### src/rtl/cpu_pkg.sv
// Shared definitions for the CPU sequencer.
//   OPC_JUMP / OPC_HALT : opcodes decoded from instr[31:28]
//   state_t             : sequencer state encoding (3 bits, all codes used)
//   opcode_of()         : extracts the opcode field from an instruction word
package cpu_pkg;

    localparam logic [3:0] OPC_JUMP = 4'hF;
    localparam logic [3:0] OPC_HALT = 4'hE;

    typedef enum logic [2:0] {
        IDLE   = 3'd0,
        FETCH  = 3'd1,
        DECODE = 3'd2,
        EXEC   = 3'd3,
        WB     = 3'd4,
        JUMP   = 3'd5,
        HALT   = 3'd6,
        ERROR  = 3'd7
    } state_t;

    function automatic logic [3:0] opcode_of(input logic [31:0] instr);
        return instr[31:28];
    endfunction

endpackage

### src/rtl/cpu_wait_timer.sv
// Saturating up-counter used to bound the FETCH wait for program memory.
//   i_clk   : system clock
//   i_rst_n : async active-low reset (count -> 0)
//   i_clear : synchronous clear, wins over i_en
//   i_en    : count enable; the count stops at TC
//   o_tc    : 1 while the count equals TC
module cpu_wait_timer #(
    parameter int TC = 15,
    parameter int W  = $clog2(TC + 1)
) (
    input  logic i_clk,
    input  logic i_rst_n,
    input  logic i_clear,
    input  logic i_en,
    output logic o_tc
);

    localparam logic [W-1:0] TC_V = W'(TC);

    logic [W-1:0] r_count;

    always_ff @(posedge i_clk or negedge i_rst_n) begin
        if (!i_rst_n) begin
            r_count <= '0;
        end else if (i_clear) begin
            r_count <= '0;
        end else if (i_en && (r_count != TC_V)) begin
            r_count <= r_count + 1'b1;
        end
    end

    assign o_tc = (r_count == TC_V);

endmodule

### src/rtl/cpu_seq_ctrl.sv
// Multi-cycle fetch/decode/execute sequencer for the single-issue datapath.
//   i_clk, i_rst_n            : clock, async active-low reset
//   i_start                   : level; leaves IDLE when 1
//   i_instr, i_mem_ready      : program-memory read data and its valid
//   i_zero_in, i_neg_in       : ALU flags, latched during WB
//   o_mem_read, o_ir_load     : memory request / instruction capture strobe
//   o_ir, o_alu_op            : registered instruction and ALU opcode
//   o_pc_enable, o_pc_sel     : PC update strobe, 0 = PC+4, 1 = ir[27:0]
//   o_flag_we, o_zero_flag, o_neg_flag : flag update strobe and latched flags
//   o_busy, o_halted, o_error : status
//   o_retired                 : completed-instruction count (wraps)
//
// state  | meaning
// IDLE   | waiting for start
// FETCH  | memory read outstanding, timeout running
// DECODE | classify ir opcode
// EXEC   | ALU settles on registered alu_op
// WB     | latch flags, advance PC by 4, retire
// JUMP   | load PC from jump target, retire
// HALT   | stopped by HALT opcode until reset
// ERROR  | memory timeout, stopped until reset
module cpu_seq_ctrl
    import cpu_pkg::*;
#(
    parameter int MEM_TIMEOUT = 16,
    parameter int RETIRE_W    = 16
) (
    input  logic                i_clk,
    input  logic                i_rst_n,
    input  logic                i_start,
    input  logic [31:0]         i_instr,
    input  logic                i_mem_ready,
    input  logic                i_zero_in,
    input  logic                i_neg_in,
    output logic                o_mem_read,
    output logic                o_ir_load,
    output logic [31:0]         o_ir,
    output logic [3:0]          o_alu_op,
    output logic                o_pc_enable,
    output logic                o_pc_sel,
    output logic                o_flag_we,
    output logic                o_zero_flag,
    output logic                o_neg_flag,
    output logic                o_busy,
    output logic                o_halted,
    output logic                o_error,
    output logic [RETIRE_W-1:0] o_retired
);

    state_t                r_state;
    state_t                w_next;
    logic [31:0]           r_ir;
    logic [3:0]            r_alu_op;
    logic                  r_zero;
    logic                  r_neg;
    logic [RETIRE_W-1:0]   r_retired;
    logic                  w_in_fetch;
    logic                  w_tmr_tc;
    logic [3:0]            w_op;

    assign w_in_fetch = (r_state == FETCH);
    assign w_op       = opcode_of(r_ir);

    // Counter sits at 0 outside FETCH; its terminal count marks the last
    // cycle FETCH may wait before giving up.
    cpu_wait_timer #(
        .TC (MEM_TIMEOUT - 1)
    ) u_wait_timer (
        .i_clk   (i_clk),
        .i_rst_n (i_rst_n),
        .i_clear (!w_in_fetch || i_mem_ready),
        .i_en    (w_in_fetch),
        .o_tc    (w_tmr_tc)
    );

    always_ff @(posedge i_clk or negedge i_rst_n) begin
        if (!i_rst_n) begin
            r_state <= IDLE;
        end else begin
            r_state <= w_next;
        end
    end

    always_comb begin
        w_next      = r_state;
        o_mem_read  = 1'b0;
        o_ir_load   = 1'b0;
        o_pc_enable = 1'b0;
        o_pc_sel    = 1'b0;
        o_flag_we   = 1'b0;
        o_busy      = 1'b1;
        o_halted    = 1'b0;
        o_error     = 1'b0;
        case (r_state)
            IDLE: begin
                o_busy = 1'b0;
                if (i_start) w_next = FETCH;
            end
            FETCH: begin
                o_mem_read = 1'b1;
                // Capture strobe coincides with the ready cycle so the IR
                // loads in the same edge that leaves FETCH.
                o_ir_load  = i_mem_ready;
                // Ready on the final count cycle still wins over timeout.
                if (i_mem_ready)   w_next = DECODE;
                else if (w_tmr_tc) w_next = ERROR;
            end
            DECODE: begin
                if (w_op == OPC_HALT)      w_next = HALT;
                else if (w_op == OPC_JUMP) w_next = JUMP;
                else                       w_next = EXEC;
            end
            EXEC: begin
                w_next = WB;
            end
            WB: begin
                o_flag_we   = 1'b1;
                o_pc_enable = 1'b1;
                w_next      = FETCH;
            end
            JUMP: begin
                o_pc_enable = 1'b1;
                o_pc_sel    = 1'b1;
                w_next      = FETCH;
            end
            HALT: begin
                o_busy   = 1'b0;
                o_halted = 1'b1;
            end
            ERROR: begin
                o_busy  = 1'b0;
                o_error = 1'b1;
            end
            default: begin
                o_busy = 1'b0;
                w_next = IDLE;
            end
        endcase
    end

    always_ff @(posedge i_clk or negedge i_rst_n) begin
        if (!i_rst_n) begin
            r_ir      <= '0;
            r_alu_op  <= '0;
            r_zero    <= 1'b0;
            r_neg     <= 1'b0;
            r_retired <= '0;
        end else begin
            if (w_in_fetch && i_mem_ready) begin
                r_ir <= i_instr;
            end
            if ((r_state == DECODE) && (w_op != OPC_HALT) && (w_op != OPC_JUMP)) begin
                r_alu_op <= w_op;
            end
            if (r_state == WB) begin
                r_zero <= i_zero_in;
                r_neg  <= i_neg_in;
            end
            if ((r_state == WB) || (r_state == JUMP)) begin
                r_retired <= r_retired + 1'b1;
            end
        end
    end

    assign o_ir        = r_ir;
    assign o_alu_op    = r_alu_op;
    assign o_zero_flag = r_zero;
    assign o_neg_flag  = r_neg;
    assign o_retired   = r_retired;

endmodule

### config.mk
export PLATFORM = sky130hd
export DESIGN_NAME = cpu_seq_ctrl
export DESIGN_NICKNAME = d
export VERILOG_FILES = /design/src/rtl/cpu_pkg.sv /design/src/rtl/cpu_wait_timer.sv /design/src/rtl/cpu_seq_ctrl.sv
export SDC_FILE = /design/constraint.sdc
export NUM_CORES = 1
export LEC_CHECK = 0
export ABC_CLOCK_PERIOD_IN_PS = 2300
export CAP_MARGIN = 10
export CORE_MARGIN = 2
export CORE_UTILIZATION = 35
export CTS_BUF_LIST = sky130_fd_sc_hd__clkbuf_8
export CTS_CLUSTER_DIAMETER = 200
export DETAILED_ROUTE_END_ITERATION = 12
export GPL_TIMING_DRIVEN = 0
export HOLD_SLACK_MARGIN = 0.1
export PLACE_DENSITY = 0.66
export SYNTH_ARGS = -nofsm -noshare
export SYNTH_HDL_FRONTEND = slang
export SYNTH_HIERARCHICAL = 1
export SYNTH_SLANG_ARGS = --single-unit
### constraint.sdc
create_clock -name i_clk -period 2.3 [get_ports i_clk]
set_input_delay 0.345 -clock i_clk [delete_from_list [all_inputs] [get_ports i_clk]]
set_output_delay 0.345 -clock i_clk [all_outputs]
set_load 0.005 [all_outputs]
==> results of run 1 <==
power by group:
part	switching [uW]	internal, uW
Sequential	0	1070
Combinational	28.7	54.8
Clock	409	375
Total	437	1500
final cells by class:
type                       instances  area share (%)
buffer                             8            1.58
clock buffer                       9            3.18
clock inverter                     7           0.900
inverter                           1          0.0965
multi-input combinational        125            26.2
sequential                        61            39.2
tap                               99            3.18
timing repair buffer             100            25.7
cell families after synthesis:
logic type	after synthesis	share of synthesized area, %
AOI/OAI and AO/OA	17	3.73
xor gates and xnor gates	15	5.08
adders and majority gates	2	0.968
buffers and inverters	9	1.98
DFF	61	59.1
muxes	37	16.2
and+or+nand+nor	54	13.0
critical path, cell delays in order (launching register included):
cell,delay [ns]
dfrtp_1,0.41
and2b_1,0.20
buf_4,0.16
nor2b_2,0.21
clkdlybuf4s50_1,0.52
synth_stat cells:
library cell	number
nor2_1	7
ha_1	2
o22a_1	3
mux2_4	1
mux2_2	1
xnor2_1	8
and4b_2	1
mux2_1	34
and2_1	2
or2_0	1
and3b_1	1
and3_4	1
nor3b_1	1
and3_1	4
nor3_1	4
nand4_1	4
inv_1	1
dfrtp_1	61
nand4_4	1
nand3_1	3
or3b_1	1
buf_4	4
xor2_1	7
buf_2	2
nor4_1	2
mux2i_1	1
nand2b_1	4
a21oi_1	7
nor2b_1	2
nor3b_2	1
o21ai_1	1
nor2b_4	1
nor2_2	1
nand4b_1	1
nand2_1	10
o21ai_0	6
and2b_1	1
clkbuf_1	2
worst min-delay path by stage:
stage | from | end | slack [ns] | cells after the start
floorplan | i_rst_n | o_alu_op[0] | 0.05 | 0
global placement | o_retired[15] | o_retired[15] | 0.46 | 1
detailed placement | o_retired[15] | o_retired[15] | 0.47 | 1
CTS | i_rst_n | o_ir[23] | 0.11 | 1
global route | i_rst_n | o_retired[12] | 0.16 | 1
finish | i_rst_n | o_ir[23] | 0.09 | 1
metrics by stage:
stage	hold slack (ns)	TNS [ns]	area (um^2)	setup slack, ns	utilization [%]
4_1_cts	0.112	0	3890	0.00236	53.9
6_report	0.0891	0	3890	0.134	53.9
3_5_place_dp	0.469	-0.0325	3700	-0.0325	51.2
2_1_floorplan	0.0494	0	2580	0.623	-
5_1_grt	0.156	0	3890	0.00102	53.9
3_3_place_gp	0.459	-71.14	3700	-1.17	51.3
per-layer routing:
metal  track usage, %  routed length, um  vias to the layer above
met3             3.86                318                        7
met2             23.4               2750                       63
li1                 -                  -                      904
met5                0                  0                        -
met1             19.1               2530                      946
met4             7.82                 97                        0
state kept, by name, summed over array words and instances, names as in the netlist:
name,cells
o_alu_op,4
o_ir,32
o_neg_flag,1
o_retired,16
o_zero_flag,1
r_state,3
u_wait_timer/r_count,4
timing repair:
action / in CTS / in global routing
buffers inserted: 1 / 0
endpoints found under the hold margin: 0 / 0
setup endpoints to repair: 1 / 2
pin swaps: 1 / 1
gates resized for setup: 6 / 2
==> results_tabular.tex, run 1 <==
\begin{tabular}{lr}
\hline
Metric & Value \\
\hline
\multicolumn{2}{l}{\textbf{Run status}} \\
\quad Result of the run & completed \\
\multicolumn{2}{l}{\textbf{Route}} \\
\quad Total number of vias & 1,920 \\
\quad DRC marker count from the first detailed-route iteration & 54 \\
\quad Total Wirelength & between 5 and 6 mm \\
\quad Residual antenna-violating net count after detailed routing & 0 \\
\quad Average wire per cell in the routed design & 13.9 um \\
\quad DR DRC count & 0 \\
\quad 1st-pass router iterations & 4 \\
\quad Routed vias/inst & between 4 and 5 \\
\multicolumn{2}{l}{\textbf{Placement}} \\
\quad Post-DP HPWL & 4.04 mm \\
\quad Placed insts & 393 \\
\quad RePlAce Congestion & 0.794 \\
\quad Number of port buffers & approximately 100 \\
\multicolumn{2}{l}{\textbf{Worst setup path}} \\
\quad Req. time, crit path & between 1.5 and 2 ns \\
\quad Worst setup path endpoint & o\_flag\_we \\
\quad Element type at the critical path end & output pin \\
\quad Critical path startpoint category & flip-flop \\
\quad First element of the critical path & r\_state[1] \\
\quad Setup CP Type & reg2out \\
\quad Reg-to-reg slack, setup & about 0.55 ns \\
\quad Maximum fanout count along the critical path & 8 \\
\quad Logic depth of the worst register-to-register path & 4 \\
\quad Reg-to-reg critical path endpoint & o\_alu\_op[0] \\
\quad Arrival time at the worst endpoint & around 1.8 ns \\
\quad Source of the worst register-to-register timing path & r\_state[1] \\
\multicolumn{2}{l}{\textbf{Clocking}} \\
\quad Hold-fix buffers, CTS & 0 \\
\quad Clock buffers created by TritonCTS & 9 \\
\quad Clock tree from TritonCTS & yes \\
\quad Clock Sinks & about 60 \\
\quad Clk slew on worst S/H paths & about 0.07 ns \\
\quad CTS Buffer Depth & 2 \\
\quad Cell at the root of the clock tree & clkbuf\_8 \\
\quad Clock network latency to the later pin of the worst-skew pair & between 0.3 and 0.4 ns \\
\quad Htree depth & 3 \\
\multicolumn{2}{l}{\textbf{Power and ir drop}} \\
\quad Leakage power & $\sim$0.0018 uW \\
\quad Largest vdd supply drop & 0.000295 V \\
\quad Total power of the final layout & 1940 uW \\
\quad Power density over the cells & roughly 500 nW/um\^{}2 \\
\multicolumn{2}{l}{\textbf{Timing}} \\
\quad Final setup violation count & 0 \\
\quad Setup repair after global routing missed its margin & false \\
\quad Transition time of the tightest slew-check pin & around 0.75 ns \\
\quad Number of endpoints with negative hold slack in the final report & 0 \\
\quad Period Utilization, post-route & approximately 94\% \\
\quad Highest attainable clock frequency & about 460 MHz \\
\quad Number of max-slew violations in the final report & 0 \\
\quad Max-Slew Margin vs Limit & 49.8\% \\
\quad Final setup skew & between 0.008 and 0.009 ns \\
\quad Time the worst path needs with I/O delays and setup & 2.17 ns \\
\multicolumn{2}{l}{\textbf{Floorplan}} \\
\quad Chip width & around 90 um \\
\quad Placeable core region & roughly 7200 um\^{}2 \\
\quad Ports & 100 \\
\quad Die Area & about 8100 um\^{}2 \\
\quad Count of standard-cell rows & 31 \\
\quad Starting Density & between 30\% and 40\% \\
\quad Height of the chip & roughly 90 um \\
\multicolumn{2}{l}{\textbf{Hold path}} \\
\quad Class of the worst hold path & in2async \\
\multicolumn{2}{l}{\textbf{Final layout}} \\
\quad P\&R area growth vs syn & 50.5\% \\
\quad Layout cells sized above 1 & roughly 10\% \\
\quad Commonest cells after routing, fill and taps aside & clkdlybuf4s50\_1, dfrtp\_1, mux2\_1, nand2\_1, clkbuf\_8 \\
\quad Antenna cell count & 0 \\
\quad Reg area & $\sim$1500 um\^{}2 \\
\quad Final cell count without fillers & slightly above 400 \\
\quad \# fillers & 665 \\
\quad Footprint of the multi-input gates & 1020 um\^{}2 \\
\quad Most common library cell in the layout ignoring fill and taps & clkdlybuf4s50\_1 \\
\quad Final net count & roughly 350 \\
\multicolumn{2}{l}{\textbf{Global route}} \\
\quad Antenna violations before repair & 0 \\
\quad Number of global-route vias before repair & a little under 2,000 \\
\quad Global-route congestion overflow total & 0 \\
\quad GRT Util Overall & 14.9\% \\
\quad Pin count of the biggest net entering global routing & 62 \\
\quad Global-route wire length before repair & 9.56 mm \\
\multicolumn{2}{l}{\textbf{Logic synthesis}} \\
\quad Netlist Area Pre-Place & roughly 2600 um\^{}2 \\
\quad Gate Count Post-Synth & 195 \\
\quad Yosys top cell area share & slightly below 60\% \\
\quad Post-synth net total & 235 \\
\quad Library cells used by synthesis & 38 \\
\quad Warnings from Yosys & 6 \\
\quad Area leader, netlist & dfrtp\_1 \\
\quad Sequential-to-total area share from yosys stat & between 50\% and 60\% \\
\quad Mean area per synthesized cell & 13.3 um\^{}2 \\
\quad Post-synthesis register bit count & between 60 and 70 \\
\quad Ranking of synthesized cells by area & dfrtp\_1, mux2\_1, xnor2\_1 \\
\multicolumn{2}{l}{\textbf{Run}} \\
\quad Total of max-cap violations & 0 \\
\hline
\end{tabular}
Power figures use the tool's default switching activity.
==> run 2, diff against run 1 <==
--- a/config.mk
+++ b/config.mk
@@ -15,6 +15,7 @@
 export GPL_TIMING_DRIVEN = 0
 export HOLD_SLACK_MARGIN = 0.1
 export PLACE_DENSITY = 0.66
+export RECOVER_POWER = 25
 export SYNTH_ARGS = -nofsm -noshare
 export SYNTH_HDL_FRONTEND = slang
 export SYNTH_HIERARCHICAL = 1
==> run 2 against run 1 <==
First-iteration DRC count stayed put; combinational power fell by 0.6%; register-to-register slack about the same; final area is essentially flat; critical path type unchanged; critical endpoint unchanged; highest routed layer unchanged.
==> results_tabular.tex, run 2 (synthesis results as in run 1) <==
\begin{tabular}{lr}
\hline
Metric & Value \\
\hline
\multicolumn{2}{l}{\textbf{Run status}} \\
\quad Result of the run & completed \\
\multicolumn{2}{l}{\textbf{Worst setup path}} \\
\quad Worst setup path endpoint & o\_flag\_we \\
\quad Delay of the slowest cell on the worst path & 0.52 ns (about the same) \\
\quad Worst path slowest cell & clkdlybuf4s50\_1 \\
\quad Element type at the critical path end & output pin \\
\quad Path length in cells of the critical path & 4 (unchanged) \\
\quad Setup CP Type & reg2out \\
\quad Count of buffering cells on the critical path with inverters included & 2 (unchanged) \\
\quad Critical path startpoint category & flip-flop \\
\quad Top cell family by delay on the critical path & buffers and inverters \\
\quad Req. time, crit path & 1.96 ns (about the same) \\
\quad Reg-to-reg slack, setup & 0.55 ns (about the same) \\
\quad First element of the critical path & r\_state[1] \\
\quad Arrival time at the worst endpoint & 1.82 ns (about the same) \\
\quad Critical Path, Cell by Cell & and2b\_1, buf\_4, nor2b\_2, clkdlybuf4s50\_1 \\
\quad Source of the worst register-to-register timing path & r\_state[1] \\
\quad Logic depth of the worst register-to-register path & 4 (unchanged) \\
\quad Maximum fanout count along the critical path & 8 (unchanged) \\
\quad Reg-to-reg critical path endpoint & o\_alu\_op[0] \\
\multicolumn{2}{l}{\textbf{Clocking}} \\
\quad CTS Buffer Depth & 2 (unchanged) \\
\quad Cell at the root of the clock tree & clkbuf\_8 \\
\quad Htree depth & 3 (unchanged) \\
\quad Clock network latency to the later pin of the worst-skew pair & 0.33 ns (about the same) \\
\quad Clk slew on worst S/H paths & 0.07 ns (about the same) \\
\quad Clock Sinks & 61 (unchanged) \\
\quad Clock buffers created by TritonCTS & 9 (unchanged) \\
\quad Clock tree from TritonCTS & yes \\
\multicolumn{2}{l}{\textbf{Placement}} \\
\quad Number of port buffers & 99 (unchanged) \\
\quad Post-DP HPWL & 4.04 mm (unchanged) \\
\quad Placed insts & 393 (unchanged) \\
\quad RePlAce Congestion & 0.794 (unchanged) \\
\multicolumn{2}{l}{\textbf{Run}} \\
\quad Total of max-cap violations & 0 (unchanged) \\
\multicolumn{2}{l}{\textbf{Floorplan}} \\
\quad Starting Density & 35.8\% (unchanged) \\
\quad Placeable core region & 7210 um\^{}2 (unchanged) \\
\quad Count of standard-cell rows & 31 (unchanged) \\
\quad Ports & 100 (unchanged) \\
\quad Chip width & 89.9 um (unchanged) \\
\quad Height of the chip & 89.9 um (unchanged) \\
\quad Die Area & 8090 um\^{}2 (unchanged) \\
\multicolumn{2}{l}{\textbf{Timing}} \\
\quad Transition time of the tightest slew-check pin & 1.50 ns (+0.743 ns) \\
\quad Highest attainable clock frequency & 462 MHz (unchanged) \\
\quad Final setup skew & 0.00883 ns (unchanged) \\
\quad Max-Slew Margin vs Limit & 0.255\% (-50 points) \\
\quad Final setup violation count & 0 (unchanged) \\
\quad Number of endpoints with negative hold slack in the final report & 0 (unchanged) \\
\quad Setup repair after global routing missed its margin & false \\
\quad Number of max-slew violations in the final report & 0 (unchanged) \\
\quad Period Utilization, post-route & 94.2\% (unchanged) \\
\quad Time the worst path needs with I/O delays and setup & 2.17 ns (unchanged) \\
\multicolumn{2}{l}{\textbf{Power and ir drop}} \\
\quad Net Sw Power & 437 uW (about the same) \\
\quad Largest vdd supply drop & 0.000295 V (about the same) \\
\quad Total power of the final layout & 1940 uW (about the same) \\
\quad Internal Dissipation & 1500 uW (about the same) \\
\quad Net switching share of the total power & 22.6\% (about the same) \\
\quad Part of the total power dissipated in the clock network & 40.4\% (about the same) \\
\quad Leakage power & 0.00183 uW (about the same) \\
\quad Power density over the cells & 499 nW/um\^{}2 (about the same) \\
\quad Share of total power in combinational logic & 4.3\% (about the same) \\
\quad Power share of the sequential group & 55.3\% (about the same) \\
\multicolumn{2}{l}{\textbf{Final layout}} \\
\quad Footprint of the multi-input gates & 1020 um\^{}2 (unchanged) \\
\quad Commonest cells after routing, fill and taps aside & clkdlybuf4s50\_1, dfrtp\_1, mux2\_1, nand2\_1, clkbuf\_8 \\
\quad Reg area & 1530 um\^{}2 (unchanged) \\
\quad Max reg flops & 32 (unchanged) \\
\quad Layout cells sized above 1 & 10.3\% (unchanged) \\
\quad \# fillers & 666 (+0.15\%) \\
\quad P\&R area growth vs syn & 50.4\% (about the same) \\
\quad Antenna cell count & 0 (unchanged) \\
\quad Final cell count without fillers & 410 (unchanged) \\
\quad Most common library cell in the layout ignoring fill and taps & clkdlybuf4s50\_1 \\
\quad Final net count & 346 (unchanged) \\
\multicolumn{2}{l}{\textbf{Route}} \\
\quad Total number of vias & 1,920 (unchanged) \\
\quad 1st-pass router iterations & 4 (unchanged) \\
\quad DR DRC count & 0 (unchanged) \\
\quad Routed vias/inst & 4.68 (unchanged) \\
\quad DRC marker count from the first detailed-route iteration & 54 (unchanged) \\
\quad Total Wirelength & 5.69 mm (unchanged) \\
\quad Average wire per cell in the routed design & 13.9 um (unchanged) \\
\quad Residual antenna-violating net count after detailed routing & 0 (unchanged) \\
\multicolumn{2}{l}{\textbf{Global route}} \\
\quad Global-route congestion overflow total & 0 (unchanged) \\
\quad GRT Util Overall & 14.9\% (unchanged) \\
\quad Antenna violations before repair & 0 (unchanged) \\
\quad Number of global-route vias before repair & 1,928 (unchanged) \\
\quad Pin count of the biggest net entering global routing & 62 (unchanged) \\
\quad Global-route wire length before repair & 9.56 mm (unchanged) \\
\multicolumn{2}{l}{\textbf{Hold path}} \\
\quad Class of the worst hold path & in2async \\
\hline
\end{tabular}
## run 2: cell count changes in the layout (fill, tap and decap cells not counted)
cell	before	now
buf_4	5	4
clkbuf_2	0	1
## run 2: worst min path at each step
stage | startpoint | endpoint | slack [ns]
finish | i_rst_n | o_ir[23] | 0.37
global route | o_retired[15] | o_retired[15] | 0.50
CTS | i_rst_n | o_ir[23] | 0.11
detailed placement | o_retired[15] | o_retired[15] | 0.47
global placement | o_retired[15] | o_retired[15] | 0.46
floorplan | i_rst_n | o_alu_op[0] | 0.05
## run 2: final cells by class
| cell class | instances | area share, % |
|---|---|---|
| Clock buffer | 9 | 3.19 |
| Clock inverter | 7 | 0.901 |
| Inverter | 1 | 0.0965 |
| Sequential cell | 61 | 39.3 |
| Buffer | 8 | 1.58 |
| Tap cell | 99 | 3.19 |
| Timing Repair Buffer | 100 | 25.6 |
| Multi-Input combinational cell | 125 | 26.2 |
## run 2: repair_timing
action,CTS,global route
resized for setup,6,2
hold buffers,0,0
endpoints found under the setup margin,1,2
cloned,0,0
pin swaps,1,1
setup buffers,1,0
## run 2: through the flow
stage	setup TNS, ns	worst slack, ns	area (um^2)	util (%)	hold WS (ns)
2_1_floorplan	0	0.623	2580	-	0.0494
3_3_place_gp	-71.14	-1.17	3700	51.3	0.459
3_5_place_dp	-0.0325	-0.0325	3700	51.2	0.469
4_1_cts	0	0.00236	3890	53.9	0.112
5_1_grt	0	0.00102	3890	53.9	0.505
6_report	0	0.134	3890	53.9	0.374
## run 2: routing by layer
layer | part of all wire [%] | GRT usage [%] | routed length [um] | up-vias
met5 | 0 | 0 | 0 | -
met4 | 1.7 | 7.82 | 97 | 0
met3 | 5.6 | 3.86 | 318 | 7
met2 | 48 | 23.4 | 2750 | 63
met1 | 44 | 19.1 | 2530 | 946
li1 | - | - | - | 904
## run 2: worst register-to-register path, delay by kind of cell (launching register included)
kind	cells	cell delay (ns)
buffers and inverters	1	0.21
flip-flops	1	0.40
multiplexers	1	0.35
AND/OR/NAND/NOR	2	0.69
## run 2: power groups by stage
stage / registers (uW) / clock network, uW / logic [uW]
3_3_place_gp: 1090 / 0 / 85.5
5_1_grt: 1070 / 864 / 92.6
3_5_place_dp: 1090 / 0 / 86.2
4_1_cts: 1070 / 816 / 86.8
2_1_floorplan: 1090 / 0 / 1.37
6_report: 1070 / 783 / 83.0
